File: src/rtl/frame_parser_param.sv
// Frame parser: hunts the header, latches a one-hot channel, buffers a trailer-delimited payload, checks CRC-16.
// Latency: frame on out_* 1 cycle after T_LO; a held frame is never overwritten, so new frames overrun (code 5).
module frame_parser_param #(
    parameter int          N_CH      = 8,
    parameter int          MAX_WORDS = 8,
    parameter logic [31:0] HEADER    = 32'hE0E0E0E0,
    parameter logic [31:0] TRAILER   = 32'h0E0E0E0E,
    parameter int          TIMEOUT   = 64
) (
    input  logic                      clk_in,
    input  logic                      rst_n,
    input  logic [15:0]               data_in,
    input  logic                      in_vld,
    output logic                      out_valid,
    input  logic                      out_ready,
    output logic [N_CH-1:0]           out_ch,
    output logic [4:0]                out_len,
    output logic [16*MAX_WORDS-1:0]   out_data,
    output logic                      crc_valid,
    output logic                      crc_err,
    output logic [2:0]                err_code,
    output logic [15:0]               frm_ok_cnt,
    output logic [15:0]               frm_drop_cnt
);
    localparam int          BW      = 16 * (MAX_WORDS + 1);
    localparam logic [15:0] H_HI    = HEADER[31:16];
    localparam logic [15:0] H_LO    = HEADER[15:0];
    localparam logic [15:0] T_HI    = TRAILER[31:16];
    localparam logic [15:0] T_LO    = TRAILER[15:0];
    localparam logic [5:0]  CNT_MAX = 6'(MAX_WORDS + 1);

    typedef enum logic [2:0] {S_HUNT, S_HDR2, S_CHAN, S_BODY, S_TRL} state_t;

    function automatic logic [15:0] crc16(input logic [15:0] c, input logic [15:0] d);
        logic [15:0] r;
        r = c;
        for (int i = 15; i >= 0; i--) begin
            if (r[15] ^ d[i]) r = {r[14:0], 1'b0} ^ 16'h1021;
            else              r = {r[14:0], 1'b0};
        end
        return r;
    endfunction

    state_t            state_q, state_d;
    logic [BW-1:0]     buf_q, buf_d;
    logic [5:0]        cnt_q, cnt_d;
    logic [15:0]       crc_q, crc_d, prev_q, prev_d;
    logic [N_CH-1:0]   ch_q, ch_d;
    logic [31:0]       tmo_q, tmo_d;
    logic              vld_q, vld_d;
    logic [N_CH-1:0]   och_q, och_d;
    logic [4:0]        len_q, len_d;
    logic [BW-17:0]    odata_q, odata_d;
    logic              cv_q, cv_d, ce_q, ce_d;
    logic [2:0]        ec_q, ec_d;
    logic [15:0]       ok_q, ok_d, drop_q, drop_d;

    logic [1:0]        npush;
    logic [15:0]       w0, w1;
    logic              err;
    logic [2:0]        ecode;
    logic              ch_ok;
    logic [31:0]       din32;

    assign din32 = {16'd0, data_in};
    assign ch_ok = (data_in != 16'd0) && ((data_in & (data_in - 16'd1)) == 16'd0)
                   && ((din32 >> N_CH) == 32'd0);

    always_comb begin
        state_d = state_q;
        buf_d   = buf_q;
        cnt_d   = cnt_q;
        crc_d   = crc_q;
        prev_d  = prev_q;
        ch_d    = ch_q;
        tmo_d   = tmo_q;
        vld_d   = vld_q;
        och_d   = och_q;
        len_d   = len_q;
        odata_d = odata_q;
        cv_d    = 1'b0;
        ce_d    = 1'b0;
        ec_d    = 3'd0;
        ok_d    = ok_q;
        drop_d  = drop_q;
        npush   = 2'd0;
        w0      = data_in;
        w1      = data_in;
        err     = 1'b0;
        ecode   = 3'd0;

        if (vld_q && out_ready) vld_d = 1'b0;

        if (in_vld) begin
            tmo_d = 32'd0;
            case (state_q)
                S_HUNT: if (data_in == H_HI) state_d = S_HDR2;
                S_HDR2: begin
                    if (data_in == H_LO)      state_d = S_CHAN;
                    else if (data_in != H_HI) state_d = S_HUNT;
                end
                S_CHAN: begin
                    if (ch_ok) begin
                        ch_d    = data_in[N_CH-1:0];
                        buf_d   = '0;
                        cnt_d   = 6'd0;
                        crc_d   = 16'd0;
                        prev_d  = 16'd0;
                        state_d = S_BODY;
                    end else begin
                        err     = 1'b1;
                        ecode   = 3'd2;
                        state_d = S_HUNT;
                    end
                end
                S_BODY: begin
                    if (data_in == T_HI) state_d = S_TRL;
                    else                 npush   = 2'd1;
                end
                S_TRL: begin
                    if (data_in == T_LO) begin
                        // prev_q is the CRC over everything before the received CRC word
                        state_d = S_HUNT;
                        if (cnt_q < 6'd2) begin
                            err = 1'b1; ecode = 3'd3;
                        end else if (buf_q[15:0] != prev_q) begin
                            err = 1'b1; ecode = 3'd1;
                        end else if (vld_q && !out_ready) begin
                            err = 1'b1; ecode = 3'd5;
                        end else begin
                            vld_d   = 1'b1;
                            och_d   = ch_q;
                            len_d   = 5'(cnt_q - 6'd1);
                            odata_d = buf_q[BW-1:16];
                            cv_d    = 1'b1;
                            if (ok_q != 16'hFFFF) ok_d = ok_q + 16'd1;
                        end
                    end else begin
                        w0 = T_HI;
                        if (data_in == T_HI) begin
                            npush = 2'd1;
                        end else begin
                            npush   = 2'd2;
                            state_d = S_BODY;
                        end
                    end
                end
                default: state_d = S_HUNT;
            endcase
        end else if (TIMEOUT != 0 && state_q != S_HUNT) begin
            tmo_d = tmo_q + 32'd1;
            if (tmo_d == 32'(TIMEOUT)) begin
                err     = 1'b1;
                ecode   = 3'd4;
                state_d = S_HUNT;
                tmo_d   = 32'd0;
            end
        end

        if (npush != 2'd0) begin
            prev_d = crc_q;
            crc_d  = crc16(crc_q, w0);
            buf_d  = {buf_q[BW-17:0], w0};
            if (npush == 2'd2) begin
                prev_d = crc_d;
                crc_d  = crc16(crc_d, w1);
                buf_d  = {buf_d[BW-17:0], w1};
            end
            cnt_d = cnt_q + {4'd0, npush};
            if (cnt_d > CNT_MAX) begin
                err     = 1'b1;
                ecode   = 3'd3;
                state_d = S_HUNT;
            end
        end

        if (state_d == S_HUNT) tmo_d = 32'd0;

        if (err) begin
            ce_d = 1'b1;
            ec_d = ecode;
            if (drop_q != 16'hFFFF) drop_d = drop_q + 16'd1;
        end
    end

    always_ff @(posedge clk_in) begin
        if (!rst_n) begin
            state_q <= S_HUNT;
            buf_q   <= '0;
            cnt_q   <= 6'd0;
            crc_q   <= 16'd0;
            prev_q  <= 16'd0;
            ch_q    <= '0;
            tmo_q   <= 32'd0;
            vld_q   <= 1'b0;
            och_q   <= '0;
            len_q   <= 5'd0;
            odata_q <= '0;
            cv_q    <= 1'b0;
            ce_q    <= 1'b0;
            ec_q    <= 3'd0;
            ok_q    <= 16'd0;
            drop_q  <= 16'd0;
        end else begin
            state_q <= state_d;
            buf_q   <= buf_d;
            cnt_q   <= cnt_d;
            crc_q   <= crc_d;
            prev_q  <= prev_d;
            ch_q    <= ch_d;
            tmo_q   <= tmo_d;
            vld_q   <= vld_d;
            och_q   <= och_d;
            len_q   <= len_d;
            odata_q <= odata_d;
            cv_q    <= cv_d;
            ce_q    <= ce_d;
            ec_q    <= ec_d;
            ok_q    <= ok_d;
            drop_q  <= drop_d;
        end
    end

    assign out_valid    = vld_q;
    assign out_ch       = och_q;
    assign out_len      = len_q;
    assign out_data     = odata_q;
    assign crc_valid    = cv_q;
    assign crc_err      = ce_q;
    assign err_code     = ec_q;
    assign frm_ok_cnt   = ok_q;
    assign frm_drop_cnt = drop_q;
endmodule

File: config.mk
export PLATFORM = sky130hd
export DESIGN_NAME = frame_parser_param
export DESIGN_NICKNAME = d
export VERILOG_FILES = /design/src/rtl/frame_parser_param.sv
export SDC_FILE = /design/constraint.sdc
export NUM_CORES = 1
export LEC_CHECK = 0
export CORE_UTILIZATION = 60
export DETAILED_ROUTE_END_ITERATION = 6
export DONT_BUFFER_PORTS = 1
export PLACE_DENSITY_LB_ADDON = 0.2
export SYNTH_ARGS = -nofsm -noshare
export SYNTH_HDL_FRONTEND = slang
export SYNTH_SLANG_ARGS = --single-unit
File: constraint.sdc
create_clock -name clk_in -period 8.3 [get_ports clk_in]
set_input_delay 1.245 -clock clk_in [delete_from_list [all_inputs] [get_ports clk_in]]
set_output_delay 1.245 -clock clk_in [all_outputs]
set_load 0.05 [all_outputs]
Word-level counts from Yosys, hierarchy flattened:

Cells that the tools add are included.

* bits in registers: 404
* input port bits: 20
* output and inout bits: 179
* word-level logic and storage cells: 276

* add/subtract/negate cells: 6
* order comparisons: 2
* equality and inequality tests: 12
* muxes and demuxes: 145
* bitwise operators: 72
* reduce and logical (&&, ||, !) cells: 23

Operator list (number)
* 16-bit two-way mux: 56
* 144-bit two-way mux: 5
* 13-bit two-way mux: 32
* 3-bit inverter: 32
* 3-bit two-way mux: 18
* 16-bit != test, second input constant: 3
* 16-bit by 1-bit adder with 16-bit output, second input constant: 2
* 32-bit by 1-bit adder with 32-bit output, second input constant: 1
* 32-bit by 7-bit == test with 1-bit output, second input constant: 1
* 32-bit logical NOT: 1
* 32-bit two-way mux: 1
* 1-bit bitwise XOR: 32
* 6-bit two-way mux: 4
* 1-bit two-way mux: 20
* 16-bit bitwise AND: 1
* 16-bit by 12-bit == test with 1-bit output, second input constant: 1
* 16-bit == test, second input constant: 1
* 16-bit logical NOT: 1
* 16-bit != test: 1
* 16-bit nonzero test: 1
* 16-bit by 1-bit subtractor with 16-bit output, second input constant: 1
* 3-bit case mux with 5 select lines: 1
* 2-bit two-way mux: 5
* 2-bit nonzero test: 4
* 22 further kinds: 35

Logic depth before layout (Yosys ltp):

Gate-level depths: netlist (run 1).

* word-level depth: 116
* depth in mapped cells: 22
* mapped depth without buffers: 19

Worst setup path before layout (run 1):

OpenSTA, ideal clock, no wires.

* kind: input-to-reg
* start: input port data_in[4]
* end: register drop_q[15], in the netlist frm_drop_cnt[15]
* setup time: 72 ps
* data arrival time: 5210 ps
* data required time: 8228 ps
* setup slack: 3019 ps
* stages on the path: 21
* buffers on the path: 2
* path through: buf_2 > or4b_4 > nor3_4 > and2_1 > nor3_1 > nand2_1 > inv_2 > clkbuf_1 > ha_1 > inv_1 > fa_1 > nand2_1 > a21oi_1 > o21bai_1 > a21oi_1 > a311oi_1 > a211o_1 > a21oi_1 > nor4b_2 > and3_1 > mux2i_1

* cells in the longest elaborated chain, start to end: 11
* elaborated cells on any way between the ends: 21
* those cells by class: 2 x add/sub; 1 x order compare; 1 x eq/ne; 10 x mux; 1 x bitwise; 6 x reduce/logical

Ends and longest elaborated chain
* start, declared: line 12 `input logic [15:0] data_in,`
* branches (longest 9 deep; another with 6-bit by 2-bit adder with 6-bit output)
* 1-bit two-way mux *: line 160 `if (npush != 2'd0) begin`
* 2-bit AND reduction (no line) *
* end signal, assigned: line 220 `drop_q <= drop_d;`
* end, declared: line 56 `logic [15:0] ok_q, ok_d, drop_q, drop_d;`

Every way passes the cells marked *.
A chain may end at the register's enable or synchronous reset.

Final worst setup path (run 1):

* start: input port data_in[0]
* end: register drop_q[15], in the netlist frm_drop_cnt[15]

Same word-level chain as after synthesis.

==> impl_metrics.py, run 1 <==
metrics = {
    "critical_path": {
        "cp.required_ns": 8.75,
        "crit_path_start": "data_in[0]",
        "setup.worst_path.end": "frm_drop_cnt[15]",
        "crit_arrival_ns": 6.14,
        "path_max_fanout": 67,
        "cp-start-kind": "primary input",
        "rr_startpoint": "state_q[2]",
        "end_kind": "flip-flop",
        "r2r_slack_ns": 3.11,
        "worstRegToRegCells": 15,
        "worst-setup-path-type": "primary input to flip-flop",
        "r2r_end": "frm_drop_cnt[15]",
    },
    "min_path": {
        "hold_class": "flip-flop to flip-flop",
        "min-delay-start": "ch_q[0]",
    },
    "sta": {
        "period_minus_slack_ns": 5.698,
        "fin_setup_tns_ns": 0,
        "max_slew_margin_pct": 18.36,
        "rsz0062_at_grt": "no",
        "fin_crit_sh_pct": 68.65,
        "worst_pin_slew_ns": 1.222,
        "fmax_ghz": 0.1755,
        "hold_viol_final": 0,
        "fin_worst_skew_ns": 0.01620,
        "setup_viol": 0,
        "drv_slew": 0,
    },
    "cells_and_area": {
        "seqCellArea_mm2": 0.008088,
        "area_delta_synth_final_pct": 7.901,
        "diodes": 0,
        "layout.nets": 2165,
        "drive_gt1_share_pct": 5.207,
        "nFillCells": 2570,
        "mostFrequentLayoutCell": "nand2_1",
        "final_core_util_pct": 66.12,
        "stdcell_count": 2560,
        "multiInputGateArea_mm2": 0.009414,
        "layout_common_cells": "477 x nand2_1, 404 x dfxtp_1, 265 x a21oi_1",
    },
    "detailed_routing": {
        "drc_errors": 33,
        "vias_per_cell": 6.290,
        "wirelength_um": 52580,
        "wire_per_inst_um": 20.54,
        "firstDrtPassIters": 7,
        "ant_nets": 0,
        "drt_iter0_drc": 2252,
        "vias": 16103,
    },
    "grt": {
        "grt_pass1_vias": 14672,
        "grt_pass1_wl_um": 81650,
        "grt_use_total_pct": 32.83,
        "antenna_found_initial": 0,
        "grt_max_degree": 246,
        "gr-total-overflow": 0,
    },
    "floorplan": {
        "die_h_um": 176.4,
        "rows": 63,
        "chipWidth_um": 176.4,
        "io_pins": 199,
        "core_area_mm2": 0.02980,
        "die-area_mm2": 0.03113,
        "start_util_pct": 61.28,
    },
    "placed_design": {
        "io_buffer_count": 0,
        "place_congestion": 0.9228,
        "place_hpwl_um": 34780,
        "place_inst": 2484,
    },
    "synthesis": {
        "syn_inst": 2267,
        "synth_area_mm2": 0.01826,
        "synth-seq-cells": 404,
        "syn_area_per_cell_um2": 8.054,
        "synth-seq-area-share_pct": 44.30,
        "syn_nets": 2294,
        "synth_enable_flop_cells": 0,
        "synth_flop_cell": "dfxtp_1",
        "synth_cell_type_count": 67,
        "ys_warn_count": 0,
        "ys_async_sr_fraction_pct": 0,
    },
    "power": {
        "p_leak_nw": 6.706,
        "ir_worst_vdd_uv": 198.5,
        "p_per_area_mw_per_mm2": 222.7,
    },
    "clock_network": {
        "cts.path.max_buffers": 3,
        "cts.clk_slew.worst_paths_ns": 0.06,
        "ctsResizeCount": 0,
        "insertion_delay_ns": 0.54,
        "tritoncts": "built",
        "clockRootBuffer": "clkbuf_16",
        "cts_buffers": 42,
        "htree_levels": 2,
        "clkSinkCount": 404,
        "cts_hold_buf": 0,
        "cts_setup_buffers": 0,
    },
    "outcome": {
        "violations": "design-rule violations",
        "status": "finished with violations",
    },
    "job": {
        "max_cap_viol_count": 0,
    },
}
## layout make-up
cell class / count / area share, %
clock buffers: 60 / 6.344
well taps: 390 / 2.477
clock inverters: 16 / 1.353
repair buffers: 16 / 0.6732
flip-flops and latches: 404 / 41.05
multi-input cells: 1660 / 47.78
inverters: 14 / 0.3175
## worst max-delay path, cell delays in order
cell and delay [ns]:
or4b_4 0.53, nor3_4 0.21, nand2_4 0.12, nand2_4 0.59, inv_4 0.40, ha_1 0.39
a21o_1 0.19, and2_1 0.19, and3_1 0.21, a311oi_1 0.51, a211o_1 0.19, a21oi_1 0.04
buf_4 0.21, nor4b_2 0.58, and3_1 0.27, mux2i_1 0.22
## layer usage
| metal | global-route usage [%] | part of all wire (%) | vias to the layer above |
|---|---|---|---|
| met2 | 50.67 | 45 | 775 |
| met5 | 0 | 0 | - |
| met1 | 46.73 | 43 | 7684 |
| met4 | 8.728 | 2.2 | 0 |
| met3 | 6.374 | 10 | 82 |
| li1 | - | - | 7562 |
## worst min path at each step
stage | to | slack (ns) | depth (start not counted)
after floorplan | out_data[113] | 0.44 | 2
after global placement | ch_q[0] | 0.45 | 2
after detailed placement | ch_q[0] | 0.45 | 2
after CTS | ch_q[0] | 0.46 | 2
after global routing | ch_q[5] | 0.48 | 2
final | ch_q[0] | 0.46 | 2
## flip-flops by register name, summed over array words and instances, names as in the netlist
signal and cells:
state_q 3, cnt_q 6, err_code 3, out_valid 1, prev_q 16, crc_valid 1
out_ch 8, frm_drop_cnt 16, crc_q 16, buf_q 144, tmo_q 32, out_len 5
frm_ok_cnt 16, ch_q 8, out_data 128, crc_err 1
## per-stage QoR
step	hold slack (ns)	total power, mW	instance area [um^2]	setup WS, ns
global placement	0.4461	2.402	18180	2.331
detailed placement	0.4500	2.403	18180	2.129
global route	0.4821	4.519	19700	2.279
CTS	0.4583	4.402	19700	2.659
floorplan	0.4357	2.344	18260	3.019
finish	0.4582	4.388	19700	2.602
## cells in the mapped netlist (3+ instances only)
cell type    n  area (um^2)
a31o_2       4        35.03
a22oi_1      7        52.55
inv_1       12        45.04
and3_1      26        162.7
a21boi_0     3        22.52
a31oi_1     51        319.1
dfxtp_1    404         8088
nand3b_1     3        22.52
o2111ai_1    3        26.28
clkbuf_1   170        638.1
or3_1        9        56.30
nand4_1     18        112.6
a21oi_1    265         1326
xor3_1       3        71.32
nor4_1      21        131.4
nand2_1    477         1790
a221oi_1     3        26.28
nor2_1     255        957.2
nor2b_1      8        50.05
buf_2        8        40.04
and4_1       4        35.03
a222oi_1    75        750.7
nand3_1     81        405.4
xnor2_1    104        910.9
xor2_1      82        718.2
nor3b_1      5        37.54
or4_1        4        30.03
buf_1        8        30.03
nand2b_1     9        56.30
xnor3_1     10        225.2
mux2i_1      9        90.09
o21a_1       3        22.52
a211oi_1    15        112.6
nor4b_1      6        52.55
nor3_1      37        185.2
o21ai_0     12        60.06
and2_1       9        56.30
ha_1         6        75.07
## report_power, final
group | switching [mW] | internal, mW | total, mW
combinational | 0.225 | 0.202 | 0.427
clock | 0.781 | 1.24 | 2.02
sequential | 0.0000000000324 | 1.94 | 1.94
total | 1.01 | 3.38 | 4.39
## cell families after synthesis
logic type,synth area share (%)
AO/OA/AOI/OAI,15.77
XOR/XNOR,11.12
adder cells (fa/ha/maj),0.5756
buffers and inverters,4.297
flip-flops,44.30
multiplexers,0.5551
AND/OR/NAND/NOR,23.39
Note: power is estimated with default switching activity, not from simulation.
==> inputs of run 2 (changes only) <==
clock period = 5.9 ns   (was 8.3 ns; I/O delays follow)
==> impl_metrics.py, run 2 (same netlist as run 1, synthesis figures left out) <==
metrics = {
    "outcome": {
        "status": "finished with violations",
        "violations": "design-rule violations",
    },
    "sta": {
        "fin_worst_skew_ns": 0.02193,
        "worst_hold_slack_ns": 0.4568,
        "max_slew_margin_pct": 28.59,
        "fmax_ghz": 0.2016,
        "worst_pin_slew_ns": 1.071,
        "period_minus_slack_ns": 4.960,
        "fin_setup_tns_ns": 0,
        "setup_viol": 0,
        "hold_viol_final": 0,
        "rsz0062_at_grt": "no",
        "drv_slew": 0,
        "fin_crit_sh_pct": 84.06,
    },
    "cells_and_area": {
        "mostFrequentLayoutCell": "nand2_1",
        "diodes": 0,
        "layout.nets": 2168,
        "final_core_util_pct": 66.22,
        "nFillCells": 2518,
        "layout_common_cells": "477 x nand2_1, 404 x dfxtp_1, 265 x a21oi_1",
        "seqCellArea_mm2": 0.008088,
        "largest_register_ff_count": 144,
        "multiInputGateArea_mm2": 0.009414,
        "drive_gt1_share_pct": 5.292,
        "top_register": "buf_q",
        "area_delta_synth_final_pct": 8.059,
    },
    "critical_path": {
        "cp_top_family": "simple AND/OR/NAND/NOR gates",
        "path_max_fanout": 80,
        "cp.required_ns": 6.36,
        "path_cells": "nor4bb_1, nand2_4, inv_4, ha_1, a21o_1, and2_1, and3_1, a311oi_1, a211o_1, a21oi_1, buf_4, nor4b_2, and3_1, mux2i_1",
        "cp-start-kind": "flip-flop",
        "crit_arrival_ns": 5.42,
        "crit_slowest_cell": "inv_4",
        "cpMostUsedCell": "and3_1",
        "worst-setup-path-type": "flip-flop to flip-flop",
        "critPathBufInv": 2,
        "end_kind": "flip-flop",
        "max_stage_delay_ns": 0.67,
    },
    "clock_network": {
        "cts_buffers": 41,
        "htree_levels": 2,
        "cts_setup_buffers": 0,
        "clkSinkCount": 404,
        "insertion_delay_ns": 0.55,
        "cts.path.max_buffers": 3,
        "cts_hold_buf": 0,
        "ctsResizeCount": 0,
        "tritoncts": "built",
        "cts.clk_slew.worst_paths_ns": 0.06,
        "clockRootBuffer": "clkbuf_16",
    },
    "placed_design": {
        "place_hpwl_um": 35280,
        "place_congestion": 0.9088,
        "io_buffer_count": 0,
    },
    "floorplan": {
        "die_h_um": 176.4,
        "start_util_pct": 61.28,
        "core_area_mm2": 0.02980,
        "chipWidth_um": 176.4,
        "io_pins": 199,
        "rows": 63,
        "die-area_mm2": 0.03113,
    },
    "detailed_routing": {
        "drt_iter0_drc": 2244,
        "vias_per_cell": 6.285,
        "wirelength_um": 52610,
        "vias": 16108,
        "wire_per_inst_um": 20.52,
        "firstDrtPassIters": 7,
        "ant_nets": 0,
        "drc_errors": 13,
    },
    "min_path": {
        "hold_class": "flip-flop to flip-flop",
    },
    "grt": {
        "antenna_found_initial": 1,
        "grt_pass1_vias": 14753,
        "grt_use_total_pct": 33.29,
        "grt_max_degree": 200,
        "grt_pass1_wl_um": 82830,
        "gr-total-overflow": 0,
    },
    "power": {
        "p_leak_nw": 6.721,
        "totalPowerFinal_mw": 6.171,
        "p_per_area_mw_per_mm2": 312.7,
        "ir_worst_vdd_uv": 229.5,
    },
    "job": {
        "max_cap_viol_count": 0,
    },
}
[run 2: cell types whose count changed in the layout (fill, tap and decap cells not counted)]
cell / change
clkinv_4: -1
inv_16: +1
buf_4: +2
clkbuf_1: +1
buf_12: +2
clkinv_8: -1
clkbuf_16: -1
[run 2: worst register-to-register path: cells and delay by family (launching register included)]
family | cells | cell delay (ns)
muxes | 1 | 0.19
and+or+nand+nor | 6 | 1.89
AOI/OAI and AO/OA | 4 | 0.93
adders and majority gates | 1 | 0.39
DFF | 1 | 0.62
buffers and inverters | 2 | 0.88
[run 2: power by group]
group	internal, mW	switching [mW]	total [mW]
registers	2.73	0.0000000000443	2.73
logic	0.286	0.329	0.615
clock network	1.72	1.11	2.83
total	4.73	1.44	6.17
[run 2: layout make-up]
cell class	instances	share of cell area (%)
well taps	390	2.473
inverters	14	0.3171
multi-input cells	1660	47.71
flip-flops and latches	404	40.99
clock buffers	60	6.227
repair buffers	20	0.9512
clock inverters	15	1.325
[run 2: per-layer routing]
layer / up-vias / track usage (%) / routed length, um
li1: 7570 / - / -
met1: 7643 / 46.47 / 21990
met2: 810 / 50.79 / 23820
met3: 83 / 7.881 / 5486
met4: 2 / 10.20 / 1301
met5: - / 0 / 10
[run 2: metrics by stage]
step           cells  instance area [um^2]  worst slack (ns)
6_report        2563                 19730            0.9404
5_1_grt         2563                 19730            0.5614
4_1_cts         2563                 19730            0.9708
3_5_place_dp    2488                 18240            0.4919
3_3_place_gp    2488                 18240            0.6458
2_1_floorplan   2267                 18260            0.9789
[run 2: path summary, 6_finish.rpt]
kind	from	endpoint	slack (ns)	depth (start not counted)
hold / removal	ch_q[0]	ch_q[0]	0.46	2
setup / recovery	state_q[2]	frm_drop_cnt[15]	0.94	14
hold reg to reg	ch_q[0]	ch_q[0]	0.46	2
setup reg to reg	state_q[2]	frm_drop_cnt[15]	0.94	14
